[src/rtl/fifo_wr_arbiter.sv]
// Round-robin write arbiter sharing one FIFO write port among N producers, with a per-grant burst limit.
// Optional stall counter output enabled by defining FIFO_ARB_STATS_EN.
module fifo_wr_arbiter #(
  parameter int B         = 8,
  parameter int N         = 4,
  parameter int I         = 2,
  parameter int MAX_BURST = 4,
  parameter int C         = 3
) (
  input  logic           clk,
  input  logic           reset,
  input  logic [N-1:0]   req,
  input  logic [N*B-1:0] data_in,
  input  logic           full,
  output logic [N-1:0]   grant,
  output logic           wr,
  output logic [B-1:0]   w_data,
  output logic [I-1:0]   owner,
  output logic           busy
`ifdef FIFO_ARB_STATS_EN
  ,
  output logic [15:0]    stall_cnt
`endif
);

  typedef enum logic {IDLE, GRANT} state_e;

  state_e         state_q, state_d;
  logic [N-1:0]   grant_q, grant_d;
  logic [I-1:0]   owner_q, owner_d;
  logic [C-1:0]   burst_cnt_q, burst_cnt_d;

  logic           accept;
  logic           release_grant;
  logic           found;
  logic [I-1:0]   winner;
  logic [I-1:0]   scan_idx;

  assign busy   = (state_q == GRANT);
  assign grant  = grant_q;
  assign owner  = owner_q;
  assign accept = busy & req[owner_q] & ~full;
  assign wr     = accept;
  assign w_data = data_in[owner_q*B +: B];

  assign release_grant = ~req[owner_q] |
                         (accept & (burst_cnt_q == C'(MAX_BURST - 1)));

  // Scan starts just after the current owner and wraps, so the owner is considered last.
  always_comb begin
    found    = 1'b0;
    winner   = owner_q;
    scan_idx = owner_q;
    for (int k = 1; k <= N; k++) begin
      scan_idx = owner_q + I'(k);
      if (!found && req[scan_idx]) begin
        found  = 1'b1;
        winner = scan_idx;
      end
    end
  end

  // NOTE: every signal gets its hold value first, so no path through the case infers a latch.
  always_comb begin
    state_d     = state_q;
    grant_d     = grant_q;
    owner_d     = owner_q;
    burst_cnt_d = burst_cnt_q;
    unique case (state_q)
      IDLE: begin
        if (found) begin
          state_d     = GRANT;
          grant_d     = N'(1) << winner;
          owner_d     = winner;
          burst_cnt_d = '0;
        end
      end
      GRANT: begin
        if (release_grant) begin
          if (found) begin
            grant_d     = N'(1) << winner;
            owner_d     = winner;
            burst_cnt_d = '0;
          end else begin
            state_d = IDLE;
            grant_d = '0;
          end
        end else if (accept) begin
          burst_cnt_d = burst_cnt_q + C'(1);
        end
      end
      default: state_d = IDLE;
    endcase
  end

  // NOTE: non-blocking assignments keep all flops updating from pre-edge values.
  always_ff @(posedge clk or posedge reset) begin
    if (reset) begin
      state_q     <= IDLE;
      grant_q     <= '0;
      owner_q     <= I'(N - 1);
      burst_cnt_q <= '0;
    end else begin
      state_q     <= state_d;
      grant_q     <= grant_d;
      owner_q     <= owner_d;
      burst_cnt_q <= burst_cnt_d;
    end
  end

`ifdef FIFO_ARB_STATS_EN
  logic [15:0] stall_cnt_q, stall_cnt_d;

  // Saturating count of cycles where the granted producer waits on a full FIFO.
  always_comb begin
    stall_cnt_d = stall_cnt_q;
    if (busy && req[owner_q] && full && (stall_cnt_q != 16'hFFFF)) begin
      stall_cnt_d = stall_cnt_q + 16'd1;
    end
  end

  always_ff @(posedge clk or posedge reset) begin
    if (reset) stall_cnt_q <= '0;
    else       stall_cnt_q <= stall_cnt_d;
  end

  assign stall_cnt = stall_cnt_q;
`endif

endmodule

[config.mk]
export PLATFORM = sky130hd
export DESIGN_NAME = fifo_wr_arbiter
export DESIGN_NICKNAME = d
export VERILOG_FILES = /design/src/rtl/fifo_wr_arbiter.sv
export SDC_FILE = /design/constraint.sdc
export NUM_CORES = 1
export LEC_CHECK = 0
export ABC_CLOCK_PERIOD_IN_PS = 1700
export BUFFER_PORTS_ARGS = -buffer_cell sky130_fd_sc_hd__buf_4
export CELL_PAD_IN_SITES_DETAIL_PLACEMENT = 1
export CELL_PAD_IN_SITES_GLOBAL_PLACEMENT = 2
export CORE_MARGIN = 8
export CORE_UTILIZATION = 20
export DETAILED_ROUTE_END_ITERATION = 8
export PLACE_DENSITY = 0.72
export SLEW_MARGIN = 40
export SYNTH_ARGS = -nofsm -noshare
export SYNTH_HDL_FRONTEND = slang
export SYNTH_SLANG_ARGS = --single-unit
[constraint.sdc]
create_clock -name clk -period 1.7 [get_ports clk]
set_clock_uncertainty 0.05 [all_clocks]
set_input_delay 0.17 -clock clk [delete_from_list [all_inputs] [get_ports clk]]
set_output_delay 0.17 -clock clk [all_outputs]
set_load 0.02 [all_outputs]
### Word-level counts from Yosys, hierarchy flattened

Index checks and enable logic that the tools add are counted.
Widths: inputs -> output; s select.

| cells by class | value |
|---|---|
| add/sub/neg operators | 4 |
| reduce and logical (&&, ||, !) cells | 7 |
| shift operators | 2 |
| $lt $le $gt $ge | 4 |
| bitwise operators | 7 |
| mux-type cells | 30 |
| eq/ne operators | 4 |

Operators with widths:

| cell | count |
|---|---|
| $shiftx 32x6->8 | 1 |
| $lt 2x3->1 const B | 4 |
| $mux 2 | 6 |
| $mux 4 | 3 |
| $mux 1 | 10 |
| $mux 3 | 3 |
| $bmux 1 s2 | 4 |
| $pmux 4 s2 | 1 |
| $pmux 3 s2 | 1 |
| $add 2x2->2 const B | 2 |
| $pmux 2 s2 | 1 |
| $shl 1x2->4 const A | 1 |
| $add 3x1->3 const B | 1 |
| $and 1x1->1 | 3 |
| $eq 3x2->1 const B | 1 |
| $logic_and 1x1->1 | 3 |
| $logic_not 1->1 | 3 |
| $ne 3x1->1 const B | 1 |
| $not 1->1 | 3 |
| $add 2x1->2 const B | 1 |
| $ne 2x1->1 const B | 1 |
| $ne 2x2->1 const B | 1 |
| $pmux 1 s2 | 1 |
| $reduce_and 2->1 | 1 |
| $or 1x1->1 | 1 |

| storage, ports and cells | value |
|---|---|
| flip-flop bits (word level) | 10 |
| output and inout port bits | 16 |
| logic and storage cells | 62 |

### Longest topological paths before layout

| logic depth | value |
|---|---|
| word-level depth | 17 |
| depth in mapped cells | 6 |
| mapped depth without buffers | 6 |

### Worst setup path after synthesis

No wires, ideal clock.

| timing | value |
|---|---|
| kind | register to register |
| start point | reg owner_q[0], in the netlist owner[0] |
| end point | reg owner_q[1], in the netlist owner[1] |
| arrival | 1.758 ns |
| library setup time | 0.082 ns |
| cell stages (with the launch flop) | 4 |
| setup slack | -0.190 ns |
| buffers on the path | 0 |
| clock period less this slack | 1.890 ns |
| cell sequence | dfstp_2 -> mux4_2 -> a31oi_4 -> mux2_4 |

| on the way | value |
|---|---|
| cells in the longest elaborated chain, start to end | 16 |
| elaborated cells on any way between the ends | 34 |
| those cells by class | add/sub: 3; eq/ne: 1; mux: 19; bitwise: 5; reduce/logical: 6 |

RTL lines:

| element | line | text |
|---|---|---|
| start, declared | 30 | `logic [I-1:0] owner_q, owner_d;` |
| start signal, assigned | 101 | `owner_q <= I'(N - 1);` |
| start signal, assigned | 106 | `owner_q <= owner_d;` |
| $add 2x1->2 | 55 | `scan_idx = owner_q + I'(k);` |
| $bmux 1 s2 | 56 | `if (!found && req[scan_idx]) begin` |
| $mux 1 (not written as such) | 56 |  |
| $mux 1 | 56 |  |
| $logic_not 1->1 | 56 |  |
| $logic_and 1x1->1 | 56 |  |
| $mux 1 | 56 |  |
| $logic_not 1->1 | 56 |  |
| $logic_and 1x1->1 | 56 |  |
| $mux 1 | 56 |  |
| $logic_not 1->1 | 56 |  |
| $logic_and 1x1->1 | 56 |  |
| $mux 2 or $mux 1 (tied branches) | 56 |  |
| $mux 2 | 71, 80 |  |
| $mux 2 | 79 | `if (release_grant) begin` |
| $pmux 2 s2 | 69 | `unique case (state_q)` |

Parallel ways exist; a longest one is shown, timed or not. The select of a mux whose other input is x is not followed.
A chain may end at the register's enable or synchronous reset.

### Worst setup path after layout

| timing | value |
|---|---|
| start point | reg owner_q[0], in the netlist owner[0] |
| end point | out wr |

| on the way | value |
|---|---|
| cells in the longest elaborated chain, start to end | 4 |

RTL lines:

| element | line | text |
|---|---|---|
| $bmux 1 s2 | 42 | `assign accept = busy & req[owner_q] & ~full;` |
| $mux 1 (not written as such) | 42 |  |
| $and 1x1->1 (2 in series) | 42 |  |
| end, declared | 16 | `output logic wr,` |

Every way passes these cells. The select of a mux whose other input is x is not followed.

==> flow_summary.json <==
{
  "outcome": "finished with violations",
  "violations": "negative setup slack",
  "crit_end": "wr",
  "yosysTopAreaCell": "mux4_2",
  "row_count": 22,
  "r2r_cells": 4,
  "hold-worst-slack_ps": 302,
  "timing.critical_path.from": "owner[0]",
  "cp-end-kind": "output port",
  "syn_area_per_cell_um2": 12.5,
  "crit_chain": "mux4_2 -> nand3b_1 -> inv_1 -> buf_6",
  "synthTopCellsByArea": "mux4_2 26%, dfrtp_1 26%, dfstp_2 6.8%",
  "rsz0062_at_grt": "yes",
  "place_inst": 166,
  "cap_violations": 0,
  "cp_top_family": "flip-flops",
  "grt_pass1_vias": 953,
  "max_freq_ghz": 0.525,
  "cp.required_ps": 1480,
  "antenna_found_initial": 0,
  "globalRoute.totalOverflow": 0,
  "drv_slew": 0,
  "vdd_ir_drop_max_uv": 611,
  "port_buffers": 54,
  "cp_slowest_cell": "dfstp_2",
  "drc": 0,
  "tritoncts": "done",
  "dpl_worst_slack_ps": -95.2,
  "routed_wl_um": 2970,
  "dieArea_um2": 6130,
  "clock_latency_ps": 240,
  "finalSetupViolations": 17,
  "yosysWarnings": 0,
  "syn_inst": 62,
  "final_hold_viol_count": 0,
  "layout_commonest_cell": "buf_4",
  "route.vias.total": 823,
  "synth_top_cell_area_share": 0.261,
  "final_cells": 173,
  "final_util": 0.375,
  "relSlewSlack": 0.584,
  "wire_per_inst_um": 17.2,
  "leakagePower_uw": 0.000638,
  "dp_hpwl_um": 2440,
  "syn2layout_area_growth_pct": 78.2,
  "fin_crit_ps": 1900,
  "worstSetupPathType": "flop to output port",
  "core_um2": 3690,
  "cts_buffers": 3,
  "n_antenna_cell": 0,
  "fin_crit_sh": 1.12,
  "cp.depth": 4,
  "clock-sinks": 10,
  "ys_types": 29,
  "finalWeightedCongestion": 0.812,
  "grt_max_degree": 15,
  "fillers": 437,
  "ys_seq_area_frac": 0.326,
  "tightest_slew_ps": 617,
  "htreeDepth": 1,
  "r2r_slack_ps": -190,
  "pin_count": 55,
  "critPathMaxStageDelay_ps": 560,
  "arrival_ps": 1680,
  "layout-drive-gt1-share": 0.672,
  "die_h_um": 78.3,
  "cts_root_buf": "clkbuf_8",
  "initial_core_util": 0.210,
  "worst-path-buf-inv": 2,
  "clkSlewWorstSetupHoldPaths_ps": 50,
  "die_width_um": 78.3,
  "seqCellArea_um2": 253,
  "power_density_nw_per_um2": 1630,
  "synth_nets": 103,
  "firstDrtPassIters": 4,
  "layout_common_cells": "56 x buf_4, 9 x mux4_2, 8 x dfrtp_1",
  "start_kind": "flop",
  "synth_seq_cells": 10,
  "fin_ws_ps": -205,
  "hold_depth": 4,
  "min_path_type": "primary input to flop",
  "final_nets": 167,
  "first_iter_violations": 14,
  "crit_fanout": 3,
  "viasPerCell": 4.76,
  "multi_input_area_um2": 509,
  "regToRegEndpoint": "owner[1]",
  "ant_nets": 0,
  "r2r-start": "owner[0]",
  "grt_pass1_wl_um": 5000,
  "cts.path.max_buffers": 2,
  "synthesis.area_um2": 776,
  "grt_use_total": 0.100
}
## cell usage after synthesis, drive strengths merged
| cell type | count |
|---|---|
| o311a | 1 |
| a21oi | 3 |
| a22o | 1 |
| ha | 2 |
| or3 | 1 |
| nor2 | 2 |
| clkbuf | 1 |
| nand2b | 4 |
| a32o | 4 |
| dfstp | 2 |
| inv | 4 |
| dfrtp | 8 |
| nor3 | 1 |
| nand2 | 2 |
| mux4 | 9 |
| o311ai | 1 |
| o21a | 1 |
| o31ai | 1 |
| buf | 2 |
| and3b | 1 |
| mux2 | 2 |
| nor4 | 1 |
| a31oi | 1 |
| a31o | 1 |
| nor2b | 1 |
| o21ai | 2 |
| nand3 | 1 |
| nand3b | 2 |
## metal layers
layer,global-route usage,share of wire
met1,0.119,0.43
met3,0.0364,0.11
met5,0,0
met4,0.0333,0.011
met2,0.162,0.45
## final cells by class
cell class,instances,area share
Sequential cell,10,0.183
Timing Repair Buffer,62,0.355
Multi-Input combinational cell,45,0.368
Tap cell,48,0.0434
Clock buffer,4,0.0398
Inverter,4,0.0109
## how the worst min path moves through the flow
stage / startpoint / to / slack, ps
5_1_grt: req[1] / busy / 320
3_5_place_dp: reset / grant[1] / 130
4_1_cts: full / burst_cnt_q[2] / 300
2_1_floorplan: reset / burst_cnt_q[0] / -40
6_report: req[1] / busy / 300
3_3_place_gp: reset / grant[1] / 120
## through the flow
step	instance area [um2]	setup TNS [ps]	power, uW
after global placement	1260	-203	1820
after global routing	1380	-4030	2430
after CTS	1370	-3010	2280
after floorplan	776	-1090	1320
after detailed placement	1260	-405	1850
final	1380	-2840	2250
## logic make-up after synthesis
| kind of cell | synth area share |
|---|---|
| mux | 0.300 |
| buf+inv | 0.0371 |
| flops | 0.326 |
| simple gates | 0.127 |
| compound gates | 0.177 |
| fa+ha+maj | 0.0323 |
## registers in the layout, summed over array words and instances (netlist names)
name	count
grant	4
burst_cnt_q	3
owner	2
busy	1
## tightest hold or removal path: stages
cell and delay [ps]:
buf_4 120, nor4_2 40, buf_4 140, inv_1 80
## power breakdown
part / internal, uW / switching, uW / total, uW
clock: 204 / 102 / 306
combinational: 805 / 712 / 1520
sequential: 345 / 83.0 / 428
## what timing repair did
action / CTS / global route
gates cloned: 0 / 0
hold buffers: 1 / 0
pin swaps: 2 / 0
endpoints found under the setup margin: 17 / 18
setup buffers: 2 / 0
hold endpoints to repair: 8 / 0
gates resized for setup: 8 / 2
Note: power is estimated with default switching activity, not from simulation.
